File: config.mk
export PLATFORM = sky130hd
export DESIGN_NAME = ap_ctrl_driver_flat
export DESIGN_NICKNAME = d
export VERILOG_FILES = /design/src/rtl/ap_ctrl_driver_if.sv /design/src/rtl/ap_ctrl_driver.sv /design/src/flat_wrapper.sv
export SDC_FILE = /design/constraint.sdc
export NUM_CORES = 1
export LEC_CHECK = 0
export ABC_AREA = 1
export CAP_MARGIN = 10
export CORE_MARGIN = 2
export CORE_UTILIZATION = 63
export DETAILED_ROUTE_END_ITERATION = 10
export PLACE_DENSITY = 0.95
export SYNTH_ARGS = -nofsm -noshare
export SYNTH_HDL_FRONTEND = slang
export SYNTH_SLANG_ARGS = --single-unit
File: constraint.sdc
create_clock -name clock -period 8.8 [get_ports clock]
set_input_delay 2.2 -clock clock [delete_from_list [all_inputs] [get_ports clock]]
set_output_delay 2.2 -clock clock [all_outputs]
set_load 0.01 [all_outputs]
File: src/rtl/ap_ctrl_driver_if.sv
// ap_ctrl_driver_if: ap_ctrl_chain handshake bundle between the control driver and one HLS kernel.
//   ap_start    driver -> kernel  start request, held until ap_ready
//   ap_continue driver -> kernel  downstream acceptance of ap_done
//   ap_ready    kernel -> driver  kernel accepted the current start
//   ap_done     kernel -> driver  result valid, held until ap_continue
// master = control driver side, slave = kernel side.
interface ap_ctrl_driver_if;
    logic ap_start;
    logic ap_continue;
    logic ap_ready;
    logic ap_done;

    modport master (
        output ap_start,
        output ap_continue,
        input  ap_ready,
        input  ap_done
    );

    modport slave (
        input  ap_start,
        input  ap_continue,
        output ap_ready,
        output ap_done
    );
endinterface

File: src/rtl/ap_ctrl_driver.sv
// ap_ctrl_driver: issues a programmed number of ap_ctrl_chain transactions to one kernel and
// raises finish once every issued transaction has completed.
// Ports:
//   clock       single clock, rising edge
//   reset       synchronous, active-low
//   go          level run request; low returns to idle after finish
//   trans_num   transaction count, sampled in idle when go=1
//   cont_hold   sink backpressure, forces ap_continue low
//   kif         kernel handshake (ap_start/ap_continue out, ap_ready/ap_done in)
//   finish      all transactions complete
//   busy        run or drain in progress
//   issued_cnt  start handshakes in this run
//   done_cnt    completion handshakes in this run
//   err         sticky: completion seen with nothing outstanding
module ap_ctrl_driver #(
    parameter int unsigned CNT_W           = 16,
    parameter int unsigned MAX_OUTSTANDING = 2
) (
    input  logic                 clock,
    input  logic                 reset,
    input  logic                 go,
    input  logic [CNT_W-1:0]     trans_num,
    input  logic                 cont_hold,
    ap_ctrl_driver_if.master     kif,
    output logic                 finish,
    output logic                 busy,
    output logic [CNT_W-1:0]     issued_cnt,
    output logic [CNT_W-1:0]     done_cnt,
    output logic                 err
);

    typedef enum logic [1:0] {StIdle, StRun, StDrain, StFinish} state_e;

    localparam logic [CNT_W-1:0] MaxOut = CNT_W'(MAX_OUTSTANDING);
    localparam logic [CNT_W-1:0] One    = CNT_W'(1);

    state_e           state_q, state_d;
    logic [CNT_W-1:0] target_q, target_d;
    logic [CNT_W-1:0] issued_q, issued_d;
    logic [CNT_W-1:0] done_q, done_d;
    logic [CNT_W-1:0] outstanding, outstanding_d;
    logic             err_q, err_d;
    logic             start_q, start_d;
    logic             busy_q, busy_d;
    logic             finish_q, finish_d;
    logic             start_hs, done_ev, done_hs;

    assign outstanding = issued_q - done_q;

    // Continue is offered even with nothing outstanding: the kernel may wait for it before done.
    assign kif.ap_continue = busy_q & ~cont_hold;

    assign start_hs = start_q & kif.ap_ready;
    assign done_ev  = kif.ap_done & kif.ap_continue;
    assign done_hs  = done_ev & (outstanding != '0);

    always_comb begin
        state_d  = state_q;
        target_d = target_q;
        issued_d = issued_q;
        done_d   = done_q;
        err_d    = err_q;
        case (state_q)
            StIdle: begin
                if (go) begin
                    if (trans_num != '0) begin
                        target_d = trans_num;
                        issued_d = '0;
                        done_d   = '0;
                        err_d    = 1'b0;
                        state_d  = StRun;
                    end else begin
                        state_d = StFinish;
                    end
                end
            end
            StRun, StDrain: begin
                if (start_hs) issued_d = issued_q + One;
                if (done_hs)  done_d   = done_q + One;
                if (done_ev && (outstanding == '0)) err_d = 1'b1;
                // Last start and last completion in one cycle skip drain entirely.
                if ((issued_d == target_q) && (done_d == target_q)) begin
                    state_d = StFinish;
                end else if (issued_d == target_q) begin
                    state_d = StDrain;
                end
            end
            StFinish: begin
                if (!go) state_d = StIdle;
            end
            default: state_d = StIdle;
        endcase

        // Outputs are computed from next-state values so they can be registered without lag.
        outstanding_d = issued_d - done_d;
        start_d  = (state_d == StRun) && (issued_d < target_d) && (outstanding_d < MaxOut);
        busy_d   = (state_d == StRun) || (state_d == StDrain);
        finish_d = (state_d == StFinish);
    end

    always_ff @(posedge clock) begin
        if (!reset) begin
            state_q  <= StIdle;
            target_q <= '0;
            issued_q <= '0;
            done_q   <= '0;
            err_q    <= 1'b0;
            start_q  <= 1'b0;
            busy_q   <= 1'b0;
            finish_q <= 1'b0;
        end else begin
            state_q  <= state_d;
            target_q <= target_d;
            issued_q <= issued_d;
            done_q   <= done_d;
            err_q    <= err_d;
            start_q  <= start_d;
            busy_q   <= busy_d;
            finish_q <= finish_d;
        end
    end

    assign kif.ap_start = start_q;
    assign finish       = finish_q;
    assign busy         = busy_q;
    assign issued_cnt   = issued_q;
    assign done_cnt     = done_q;
    assign err          = err_q;

endmodule

File: src/flat_wrapper.sv
// flat-port wrapper written by rule: the top's interface ports become plain ports
module ap_ctrl_driver_flat 
#(
    parameter int unsigned CNT_W           = 16,
    parameter int unsigned MAX_OUTSTANDING = 2
)
  (clock, reset, go, trans_num, cont_hold, finish, busy, issued_cnt, done_cnt, err, kif_ap_start, kif_ap_continue, kif_ap_ready, kif_ap_done);
  ap_ctrl_driver_if kif_i ();
  input  logic clock;
  input  logic reset;
  input  logic go;
  input  logic [CNT_W-1:0] trans_num;
  input  logic cont_hold;
  output logic finish;
  output logic busy;
  output logic [CNT_W-1:0] issued_cnt;
  output logic [CNT_W-1:0] done_cnt;
  output logic err;
  output wire logic [$bits(kif_i.ap_start)-1:0] kif_ap_start;
  output wire logic [$bits(kif_i.ap_continue)-1:0] kif_ap_continue;
  input wire logic [$bits(kif_i.ap_ready)-1:0] kif_ap_ready;
  input wire logic [$bits(kif_i.ap_done)-1:0] kif_ap_done;
  assign kif_ap_start = kif_i.ap_start;
  assign kif_ap_continue = kif_i.ap_continue;
  assign kif_i.ap_ready = kif_ap_ready;
  assign kif_i.ap_done = kif_ap_done;
  ap_ctrl_driver #(.CNT_W(CNT_W), .MAX_OUTSTANDING(MAX_OUTSTANDING)) u_core (.clock(clock), .reset(reset), .go(go), .trans_num(trans_num), .cont_hold(cont_hold), .kif(kif_i), .finish(finish), .busy(busy), .issued_cnt(issued_cnt), .done_cnt(done_cnt), .err(err));
endmodule
Word level (Yosys, flattened, before mapping)
Cells that the tools add are included.
{"block": "word_totals", "wordCells": 65, "inputBits": 22, "register_bits": 54}
{"block": "op_classes", "add_sub_neg": 4, "n_eq_ne": 11, "n_mux": 23, "n_reduce_logical": 12, "magnitude_cmp": 2, "bitwise": 5}
{"op": "two-way mux 16 bit", "n": 11}
{"op": "one-hot mux 16 bit (2 select lines)", "n": 2}
{"op": "adder 16 x 1 -> 16 bit, second input constant", "n": 2}
{"op": "== test 16 bit", "n": 2}
{"op": "nonzero test 16 bit", "n": 2}
{"op": "subtractor 16 bit", "n": 2}
{"op": "zero test 16 bit", "n": 1}
{"op": "< comparator 16 bit", "n": 1}
{"op": "< comparator 16 x 2 -> 1 bit, second input constant", "n": 1}
{"op": "two-way mux 2 bit", "n": 5}
{"op": "== test 2 bit, second input constant", "n": 4}
{"op": "one-hot mux 2 bit (3 select lines)", "n": 1}
{"op": "bitwise AND 1 bit", "n": 4}
{"op": "== test 2 x 1 -> 1 bit, second input constant", "n": 2}
{"op": "logical AND 1 bit", "n": 4}
{"op": "inequality test 2 x 1 -> 1 bit, second input constant", "n": 2}
{"op": "AND reduction 4 bit", "n": 1}
{"op": "two-way mux 1 bit", "n": 3}
{"op": "zero test 2 bit", "n": 1}
{"op": "inequality test 2 bit, second input constant", "n": 1}
{"op": "one-hot mux 1 bit (2 select lines)", "n": 1}
{"op": "nonzero test 2 bit", "n": 1}
{"op": "OR reduction 2 bit", "n": 1}
{"op": "logical OR 1 bit", "n": 1}
{"op": "inverter 1 bit", "n": 1}

Depth between registers and ports, before layout
Gate-level depths: netlist (run 1).
{"block": "logic_depth", "depth_word": 13, "depth_mapped": 42}

Worst setup path before layout (run 1)
OpenSTA, ideal clock, no wires.
{"block": "synth_timing", "kind": "input-to-reg", "start": "input kif_ap_ready", "end": "register u_core.start_q (netlist: u_core.kif.ap_start)", "t_arrival_ps": 5061, "setup_slack_ps": 3675, "path_stages": 34, "required_time_ps": 8736, "setup_time_ps": 64, "path_buffers": 0, "path_cell_list": "nand2_1 inv_2 nand2_1 nor2_2 nand2_1 nor3_2 inv_1 nor2_1 inv_1 nor2_1 xor2_1 xor2_1 nor4_1 nand3_1 inv_1 nand3_1 nand2_1 nand2_1 nand2_1 nand2_1 inv_1 ha_1 nand4_1 nor2_1 o211ai_1 a21oi_1 nand2_1 nor2_1 nand2_1 nor2_1 nand4_1 nor2_1 nand3_1 nor2_1"}
{"block": "synth_via", "elab_chain_len": 10}
{"item": "start, declared", "line": "flat_wrapper.sv:21", "source": "input wire logic [$bits(kif_i.ap_ready)-1:0] kif_ap_ready;"}
{"item": "bitwise AND 1 bit *", "line": "ap_ctrl_driver.sv:53", "source": "assign start_hs = start_q & kif.ap_ready;"}
{"item": "two-way mux 16 bit *", "line": "ap_ctrl_driver.sv:78", "source": "if (start_hs) issued_d = issued_q + One;"}
{"item": "two-way mux 16 bit *", "line": "ap_ctrl_driver.sv:63", "source": "case (state_q)"}
{"item": "== test 16 bit *", "line": "ap_ctrl_driver.sv:82, ap_ctrl_driver.sv:84"}
{"item": "two-way mux 2 bit / logical AND 1 bit (equally long branches)", "line": "ap_ctrl_driver.sv:84, ap_ctrl_driver.sv:82"}
{"item": "two-way mux 2 bit *", "line": "ap_ctrl_driver.sv:82", "source": "if ((issued_d == target_q) && (done_d == target_q)) begin"}
{"item": "one-hot mux 2 bit (3 select lines) *", "line": "ap_ctrl_driver.sv:63"}
{"item": "net u_core.state_d[0]", "line": "ap_ctrl_driver.sv:37", "source": "state_e state_q, state_d;"}
{"item": "== test 2 x 1 -> 1 bit *", "line": "ap_ctrl_driver.sv:96", "source": "start_d = (state_d == StRun) && (issued_d < target_d) && (outstanding_d < MaxOut);"}
{"item": "logical AND 1 bit * (2 in a row)", "line": "ap_ctrl_driver.sv:96"}
{"item": "end signal, assigned", "line": "ap_ctrl_driver.sv:117", "source": "start_q <= start_d;"}
{"item": "end, declared", "line": "ap_ctrl_driver.sv:43", "source": "logic start_q, start_d;"}
The timed path passes the listed nets; every way through them passes the cells marked *. The select of a mux whose other input is x is not followed.
A chain may end at the register's enable or synchronous reset.

Worst setup path in the final report (run 1)
Ends and elaborated chain as after synthesis.

==> key figures, run 1 <==
Power and ir drop
  – Overall power: 0.00102 W
  – Max IR drop VDD: approximately 94 uV
  – Gate power share: 56.8%
  – LEAKAGE: ~3.3 nW
  – Power Dens Cells: 158 nW/um^2
  – Clock power share: between 10% and 20%
  – Switching share of power: 47.4%
  – Seq pwr share: slightly below 30%
  – Internal power: roughly 0.00054 W
  – Psw: 0.000483 W

Critical path
  – Critical path required time: 9.05 ns
  – Critical path class: primary input to flip-flop
  – Crit path DAT: 6.69 ns
  – Top cell by count, worst path: nand2_1
  – CP top delay family: simple AND/OR/NAND/NOR gates
  – Largest stage delay, worst path: 0.48 ns
  – Buf/Inv on CP: 5
  – Slowest CP cell: clkdlybuf4s50_1
  – Critical Path End Type: flip-flop
  – Crit path launch type: primary input
  – CP max FO: 4

Route
  – Antenna viol nets, final: 0
  – Vias per Instance: 5.60
  – DRT Wirelength: 15700 um
  – DR iter-0 viols: 554
  – Number of remaining DRC errors: 0
  – Mean routed wirelength per cell: 14.4 um
  – Vias: 6133
  – First-pass DRT Iterations: 6

Cells and area
  – Most frequent cells in the layout: nand2_1 (269), inv_1 (164), nor2_1 (82)
  – Filler cells: 702
  – Share of layout cells above drive strength 1: under 10%
  – # diodes: 0
  – NumNets Final: 1060
  – Area delta synth->final: 13.4%
  – Commonest non-fill, non-tap cell in the layout: nand2_1

Clock network
  – TritonCTS buffer count: 5
  – CTS tree: built
  – H-tree levels: 2
  – Number of setup buffers added after CTS: 0
  – Clock Tree Buf Depth: 2
  – Clock-pin slew on the worst setup and hold paths: roughly 0.1 ns
  – Post-CTS Resized: 0
  – Root Driver: clkbuf_8
  – Sink Count: between 50 and 60
  – Clock Latency Late Sink: slightly above 0.3 ns
  – Post-CTS Hold Fix Bufs: 0

Floorplanning
  – Die ar.: 9840 um^2
  – Boundary pin count: 59
  – DIE WIDTH: 99.2 um
  – Die Y: between 90 and 100 um
  – Core area: between 8000 and 9000 um^2
  – Starting Density: 65.1%
  – Site Rows: 34

Global route
  – Total GRT Usage: 31.8%
  – Overflow after GRT: 0
  – Antenna violations before repair: 0
  – Global-route wire length before repair: 25500 um
  – Largest net degree at the start of global routing: 52
  – Vias in the first global route: 5661

Timing
  – Final Cycle Share: 73.1%
  – Hold Fails Final Rpt: 0
  – Setup TNS: 0 ns
  – RSZ-0062 raised after global routing: false
  – Final setup vio count: 0
  – Max Clock Skew: around 0.0046 ns
  – Slew margin rel.: 33.4%
  – Worst Max-Slew Pin Slew: 0.996 ns
  – Crit path time final: approximately 6.4 ns
  – Fmax: roughly 0.16 GHz
  – Final Max Tran Viols: 0

Placed design
  – Detailed placement HPWL: ~13000 um
  – Final Wtd Congestion: 0.961
  – I/O Buffers: 58

Logic synthesis
  – Register area share after synthesis: 18.9%
  – Post-synth cell types: 47
  – Yosys warns: 0
  – #FFs+latches synth: 54
  – Mean Syn Cell Area: 6.11 um^2
  – Syn_nets: between 1000 and 1500
  – Cells after synthesis: about 930
  – Synthesized area: 5710 um^2

Hold path
  – Worst Hold Class: flip-flop to flip-flop

Run
  – Max cap viols: 0

Run status
  – Status: finished clean
==> power groups by stage <==
| stage | clock, W | combinational [W] | sequential, W |
|---|---|---|---|
| floorplan | 0 | 0.000420 | 0.000300 |
| global placement | 0 | 0.000551 | 0.000302 |
| detailed placement | 0 | 0.000566 | 0.000304 |
| CTS | 0.000139 | 0.000570 | 0.000298 |
| global route | 0.000149 | 0.000637 | 0.000302 |
| finish | 0.000142 | 0.000579 | 0.000299 |
==> layer usage <==
layer / GRT usage [%] / vias up / wire [um]
li1: - / 3060 / -
met3: 4.64 / 49 / 1210
met2: 54.1 / 262 / 7370
met4: 12.1 / 0 / 448
met1: 40.8 / 2762 / 6710
met5: 0 / - / 0
==> final timing paths <==
| kind | from | slack, ns | end | cells past startpoint |
|---|---|---|---|---|
| setup / recovery | kif_ap_ready | 2.37 | u_core.kif.ap_start | 34 |
| hold / removal | u_core.err | 0.48 | u_core.err | 2 |
| setup reg to reg | u_core.done_cnt[7] | 3.56 | u_core.kif.ap_start | 39 |
| hold reg to reg | u_core.err | 0.48 | u_core.err | 2 |
==> through the flow <==
stage | instances | area, um^2 | setup WS, ns | hold slack, ns | utilization, %
2_1_floorplan | 934 | 5710 | 3.68 | 0.466 | -
4_1_cts | 1096 | 6470 | 2.47 | 0.479 | 73.9
5_1_grt | 1096 | 6470 | 2.10 | 0.510 | 73.9
3_3_place_gp | 1090 | 6390 | 2.25 | 0.457 | 72.9
3_5_place_dp | 1090 | 6390 | 2.19 | 0.466 | 72.9
6_report | 1096 | 6470 | 2.37 | 0.484 | 73.9
==> sequential cells by signal (all words and copies together) (netlist names) <==
signal,flops
u_core.busy,1
u_core.done_cnt,16
u_core.err,1
u_core.finish,1
u_core.issued_cnt,16
u_core.kif.ap_start,1
u_core.state_q,2
u_core.target_q,16
==> cells by family after synthesis <==
logic type,count (synthesis),share of synthesized area (%)
compound gates,92,9.23
xor+xnor,58,9.14
fa+ha+maj,49,10.9
buf+inv,184,12.1
flops,54,18.9
mux,3,0.526
simple gates,494,39.1
==> synthesized netlist by cell type (all sizes together) <==
library cell / number / area [um^2]
nand2: 287 / 1150
inv: 170 / 638
nor2: 94 / 398
dfxtp: 54 / 1080
nand3: 53 / 315
xor2: 53 / 464
ha: 48 / 601
a21oi: 38 / 194
nand4: 24 / 150
o21ai: 22 / 110
nor3: 17 / 100
o22ai: 17 / 106
clkbuf: 9 / 33.8
nor4: 6 / 37.5
or2: 5 / 31.3
a21boi: 4 / 30.0
and2: 4 / 25.0
nand3b: 4 / 30.0
xnor2: 4 / 35.0
buf: 3 / 13.8
mux2i: 3 / 30.0
o211ai: 3 / 22.5
a211oi: 2 / 15.0
clkinv: 2 / 7.51
a21o: 1 / 7.51
a221oi: 1 / 8.76
a31o: 1 / 8.76
fa: 1 / 20.0
o2111ai: 1 / 8.76
o21a: 1 / 7.51
o21bai: 1 / 7.51
xnor3: 1 / 22.5
==> layout make-up <==
class	count	area, um^2	area share [%]
Inverter	172	646	9.97
Timing Repair Buffer	60	596	9.20
Clock buffer	6	82.6	1.28
Multi-Input combinational cell	696	3930	60.8
Tap cell	108	135	2.09
Sequential cell	54	1080	16.7
==> worst register-to-register path: cells and delay by family (launching register included) <==
kind	cells	cell delay, ns
adders and majority gates	2	0.55
AOI/OAI and AO/OA	2	0.35
buffers and inverters	3	0.29
xor gates and xnor gates	2	0.49
DFF	1	0.50
and+or+nand+nor	30	3.01
Power figures use the tool's default switching activity.
==> run 2, diff against run 1 <==
Settings changed: CORE_UTILIZATION 63 to 53, PLACE_DENSITY 0.95 to 0.86.
Clock period 8.8 ns to 5.22 ns, I/O delays scaled along.
==> key figures, run 2 (same netlist as run 1, synthesis figures left out) <==
Floorplanning
  – Boundary pin count: 59
  – Core area: just over 10000 um^2
  – Die Y: roughly 110 um
  – DIE WIDTH: 108 um
  – Starting Density: 55.0%
  – Site Rows: 37
  – Die ar.: 11600 um^2

Critical path
  – Critical path required time: 5.47 ns
  – Critical Path End Type: flip-flop
  – R2R cell count: 39
  – CP max FO: 9
  – Crit path DAT: 4.98 ns
  – Critical path class: flip-flop to flip-flop
  – Top cell by count, worst path: nand2_1
  – Slowest CP cell: dfxtp_1
  – Crit path launch type: flip-flop
  – Largest stage delay, worst path: 0.41 ns

Clock network
  – H-tree levels: 2
  – CTS tree: built
  – Sink Count: 54
  – Root Driver: clkbuf_8
  – Clock Latency Late Sink: 0.31 ns
  – Clock-pin slew on the worst setup and hold paths: 0.10 ns
  – TritonCTS buffer count: 5
  – Clock Tree Buf Depth: 2

Route
  – DRT Wirelength: 15900 um
  – Number of remaining DRC errors: 0
  – DR iter-0 viols: 563
  – Antenna viol nets, final: 0
  – Mean routed wirelength per cell: 13.9 um
  – Vias per Instance: about 5.4
  – First-pass DRT Iterations: 5
  – Vias: 6116

Timing
  – Crit path time final: 4.73 ns
  – RSZ-0062 raised after global routing: false
  – Hold Fails Final Rpt: 0
  – Final Cycle Share: 90.7%
  – Fmax: 0.211 GHz
  – Max Clock Skew: 0.0116 ns
  – Worst Max-Slew Pin Slew: 0.605 ns
  – Slew margin rel.: 59.3%
  – Final setup vio count: 0
  – Final Max Tran Viols: 0

Placed design
  – Detailed placement HPWL: 13100 um
  – Final Wtd Congestion: ~0.98
  – Placed Area: 6540 um^2
  – I/O Buffers: 58

Cells and area
  – Area delta synth->final: 16.6%
  – Multi-input logic area: 3960 um^2
  – Commonest non-fill, non-tap cell in the layout: nand2_1
  – Final core utilization: 64.1%
  – # diodes: 0
  – NumNets Final: around 1100
  – Most frequent cells in the layout: nand2_1 (266), inv_1 (164), nor2_1 (81)
  – Final Cell Area: 6650 um^2
  – Filler cells: 999
  – Share of layout cells above drive strength 1: 7.78%
  – Reg area: 1080 um^2

Run
  – Max cap viols: 0

Run status
  – Status: finished clean

Global route
  – Total GRT Usage: 27.6%
  – Vias in the first global route: approximately 5500
  – Global-route wire length before repair: 25400 um
  – Antenna violations before repair: 0
  – Overflow after GRT: 0
  – Largest net degree at the start of global routing: 40

Hold path
  – Worst Hold Class: flip-flop to flip-flop
  – WHS Path Cells: 2

Power and ir drop
  – LEAKAGE: between 3 and 4 nW
  – Power Dens Cells: 261 nW/um^2
  – Max IR drop VDD: 238 uV
run 2: cell types whose count changed in the layout (fill, tap and decap cells not counted), sizes merged:
cell,previous run,this run
buf,2,16
clkbuf,6,7
clkdlybuf4s50,58,57
dlymetal6s2s,0,1
run 2: final timing paths:
kind                                    startpoint             endpoint  slack [ns]
worst min-delay path                    u_core.err           u_core.err        0.47
worst max-delay path            u_core.done_cnt[9]  u_core.kif.ap_start        0.49
worst max register to register  u_core.done_cnt[9]  u_core.kif.ap_start        0.49
worst min register to register          u_core.err           u_core.err        0.47
run 2: cell type report:
class	instances	share of cell area (%)
flip-flops and latches	54	16.3
repair buffers	74	10.8
multi-input cells	696	59.5
inverters	172	9.71
clock buffers	7	1.15
well taps	136	2.56
run 2: metal layers:
metal / global-route usage (%) / vias up / part of all wire (%)
li1: - / 3092 / -
met1: 37.6 / 2704 / 44
met2: 46.1 / 277 / 46
met3: 2.48 / 43 / 7.6
met4: 8.42 / 0 / 2.6
met5: 0 / - / 0
run 2: worst max-delay path: cells and delay by family (launching register included):
kind / cells / cell delay [ns]
buf+inv: 3 / 0.24
simple gates: 30 / 2.87
flops: 1 / 0.41
compound gates: 2 / 0.22
xor+xnor: 2 / 0.40
fa+ha+maj: 2 / 0.53
run 2: stage by stage:
step	hold WS [ns]	total power (W)	setup slack (ns)	std cells	setup TNS [ns]
2_1_floorplan	0.466	0.00121	0.990	934	0
3_3_place_gp	0.459	0.00148	0.0755	1131	0
3_5_place_dp	0.457	0.00149	-0.112	1131	-0.112
4_1_cts	0.472	0.00172	0.217	1138	0
5_1_grt	0.500	0.00187	0.00129	1139	0
6_report	0.470	0.00174	0.488	1139	0
run 2: repair_timing:
| action | in CTS | in global routing |
|---|---|---|
| resized for setup | 0 | 10 |
| buffers inserted | 0 | 1 |
| hold buffers | 0 | 0 |
| setup endpoints to repair | 0 | 1 |
run 2: where the power goes:
group,switching (W),total (W),internal [W]
Combinational,0.000643,0.00101,0.000365
Sequential,0.0000406,0.000504,0.000463
Clock,0.000133,0.000226,0.0000929
==> run 3, diff against run 2 <==
Settings changed: PLACE_DENSITY 0.86 to 0.78, SETUP_SLACK_MARGIN set to 0.3.
==> key figures, run 3 (same netlist as run 1, synthesis figures left out) <==
Cells and area
  – Filler cells: 899
  – Reg area: 1110 um^2
  – Area delta synth->final: 24.1%
  – # diodes: 0
  – NumNets Final: 1087
  – Share of layout cells above drive strength 1: between 15 and 20%
  – Final Cell Area: just over 7000 um^2
  – Commonest non-fill, non-tap cell in the layout: nand2_1
  – Most frequent cells in the layout: nand2_1 (258), inv_1 (157), nor2_1 (74)
  – Multi-input logic area: 4270 um^2

Timing
  – Crit path time final: ~4.6 ns
  – Final setup vio count: 0
  – Worst Max-Slew Pin Slew: 0.572 ns
  – Final Max Tran Viols: 0
  – Hold Fails Final Rpt: 0
  – Fmax: 0.218 GHz
  – Final Worst Setup Slack: 0.641 ns
  – Final Cycle Share: about 88%
  – Slew margin rel.: about three fifths
  – Max Clock Skew: 0.00526 ns
  – RSZ-0062 raised after global routing: false

Critical path
  – Slowest CP cell: clkdlybuf4s50_1
  – Largest stage delay, worst path: 0.45 ns
  – CP Cell Sequence: clkdlybuf4s50_1, or2_1, nor3_2, nand4_1, nand2_1, nand2_1, nand2_1, inv_2, o22ai_1, ha_1, a21oi_1, nor2_1, a211oi_1, o211ai_1, a21oi_1, nand2_1, nor2_1, nand2_1, nor2_1, nand4_1, nor2_1, nand3_1, nor2_1
  – Critical path class: primary input to flip-flop
  – Crit path launch type: primary input
  – Reg2Reg Setup Slack: 0.75 ns
  – Critical path required time: roughly 5.5 ns
  – Worst reg2reg path startpoint: u_core.issued_cnt[11]
  – Critical Path End Type: flip-flop
  – Crit path DAT: 4.85 ns
  – CP max FO: 11
  – Worst setup path start: trans_num[10]

Route
  – Antenna viol nets, final: 0
  – First-pass DRT Iterations: 6
  – Mean routed wirelength per cell: approximately 15 um
  – Number of remaining DRC errors: 0
  – DR iter-0 viols: 594
  – Vias: 6155
  – Vias per Instance: 5.34
  – DRT Wirelength: roughly 17000 um

Clock network
  – Clock Tree Buf Depth: 2
  – Clock Latency Late Sink: 0.32 ns
  – Sink Count: 54
  – Post-CTS Hold Fix Bufs: 0
  – H-tree levels: 2
  – Root Driver: clkbuf_8
  – Clock-pin slew on the worst setup and hold paths: approximately 0.10 ns
  – CTS tree: built
  – TritonCTS buffer count: 5

Global route
  – Total GRT Usage: 28.3%
  – Antenna violations before repair: 0
  – Vias in the first global route: 5453
  – Overflow after GRT: 0
  – Largest net degree at the start of global routing: 52
  – Global-route wire length before repair: 25700 um

Run status
  – Status: finished clean

Floorplanning
  – Core area: just over 10000 um^2
  – Boundary pin count: 59
  – Site Rows: 37
  – DIE WIDTH: around 110 um
  – Die ar.: 11600 um^2
  – Starting Density: approximately 55%
  – Die Y: 108 um

Power and ir drop
  – Psw: 0.000867 W
  – Gate power share: 59.3%
  – Clock power share: a little over an eighth
  – Internal power: 0.000991 W
  – LEAKAGE: 3.50 nW
  – Switching share of power: 46.7%
  – Max IR drop VDD: around 210 uV
  – Seq pwr share: 27.0%
  – Power Dens Cells: 262 nW/um^2

Placed design
  – Placed Area: 6550 um^2
  – I/O Buffers: 58
  – Detailed placement HPWL: 13300 um
  – Final Wtd Congestion: roughly 0.9
  – Post-Place Setup Slack: -0.0236 ns

Hold path
  – Min-delay src: u_core.err
  – Worst Hold Class: flip-flop to flip-flop

Run
  – Max cap viols: 0
==> run 3: per-layer routing <==
metal,share of wire [%],track usage [%],routed length (um),vias up
li1,-,-,-,3107
met3,7.1,2.36,1190,39
met2,46,46.8,7710,268
met4,3.1,8.52,523,0
met5,0,0,0,-
met1,44,38.9,7400,2741
==> run 3: worst max-delay path, delay by kind of cell <==
| kind | cells | cell delay, ns |
|---|---|---|
| and+or+nand+nor | 15 | 1.63 |
| AOI/OAI and AO/OA | 5 | 1.02 |
| buffers and inverters | 2 | 0.56 |
| adders and majority gates | 1 | 0.32 |
==> run 3: cell type report <==
type / instances / share of cell area, %
multi-input cells: 696 / 60.3
clock inverters: 1 / 0.0706
inverters: 172 / 9.15
flip-flops and latches: 54 / 15.6
well taps: 136 / 2.40
repair buffers: 87 / 11.3
clock buffers: 7 / 1.22
==> run 3: power groups by stage <==
stage,registers (W),logic (W),clock network [W]
finish,0.000502,0.00110,0.000254
floorplan,0.000506,0.000708,0
CTS,0.000501,0.00100,0.000254
detailed placement,0.000510,0.00100,0
global route,0.000506,0.00122,0.000267
global placement,0.000509,0.000982,0
==> run 3: path summary, 6_finish.rpt <==
check,to,depth (start not counted)
min,u_core.err,2
max,u_core.kif.ap_start,23
max reg2reg,u_core.kif.ap_start,40
min reg2reg,u_core.err,2
==> run 3: metrics by stage <==
stage	std cells	hold slack [ns]	total power (W)	utilization (%)	TNS [ns]
4_1_cts	1142	0.470	0.00176	64.0	0
2_1_floorplan	934	0.466	0.00121	-	0
5_1_grt	1153	0.490	0.00199	68.3	0
3_5_place_dp	1134	0.457	0.00151	63.1	-0.0236
6_report	1153	0.471	0.00186	68.3	0
3_3_place_gp	1134	0.456	0.00149	63.1	0
==> run 3: timing repair <==
action                                  in CTS  in global routing
endpoints found under the setup margin       0                  1
endpoints found under the hold margin        0                  0
gates resized for setup                      0                 91
setup buffers                                0                 11
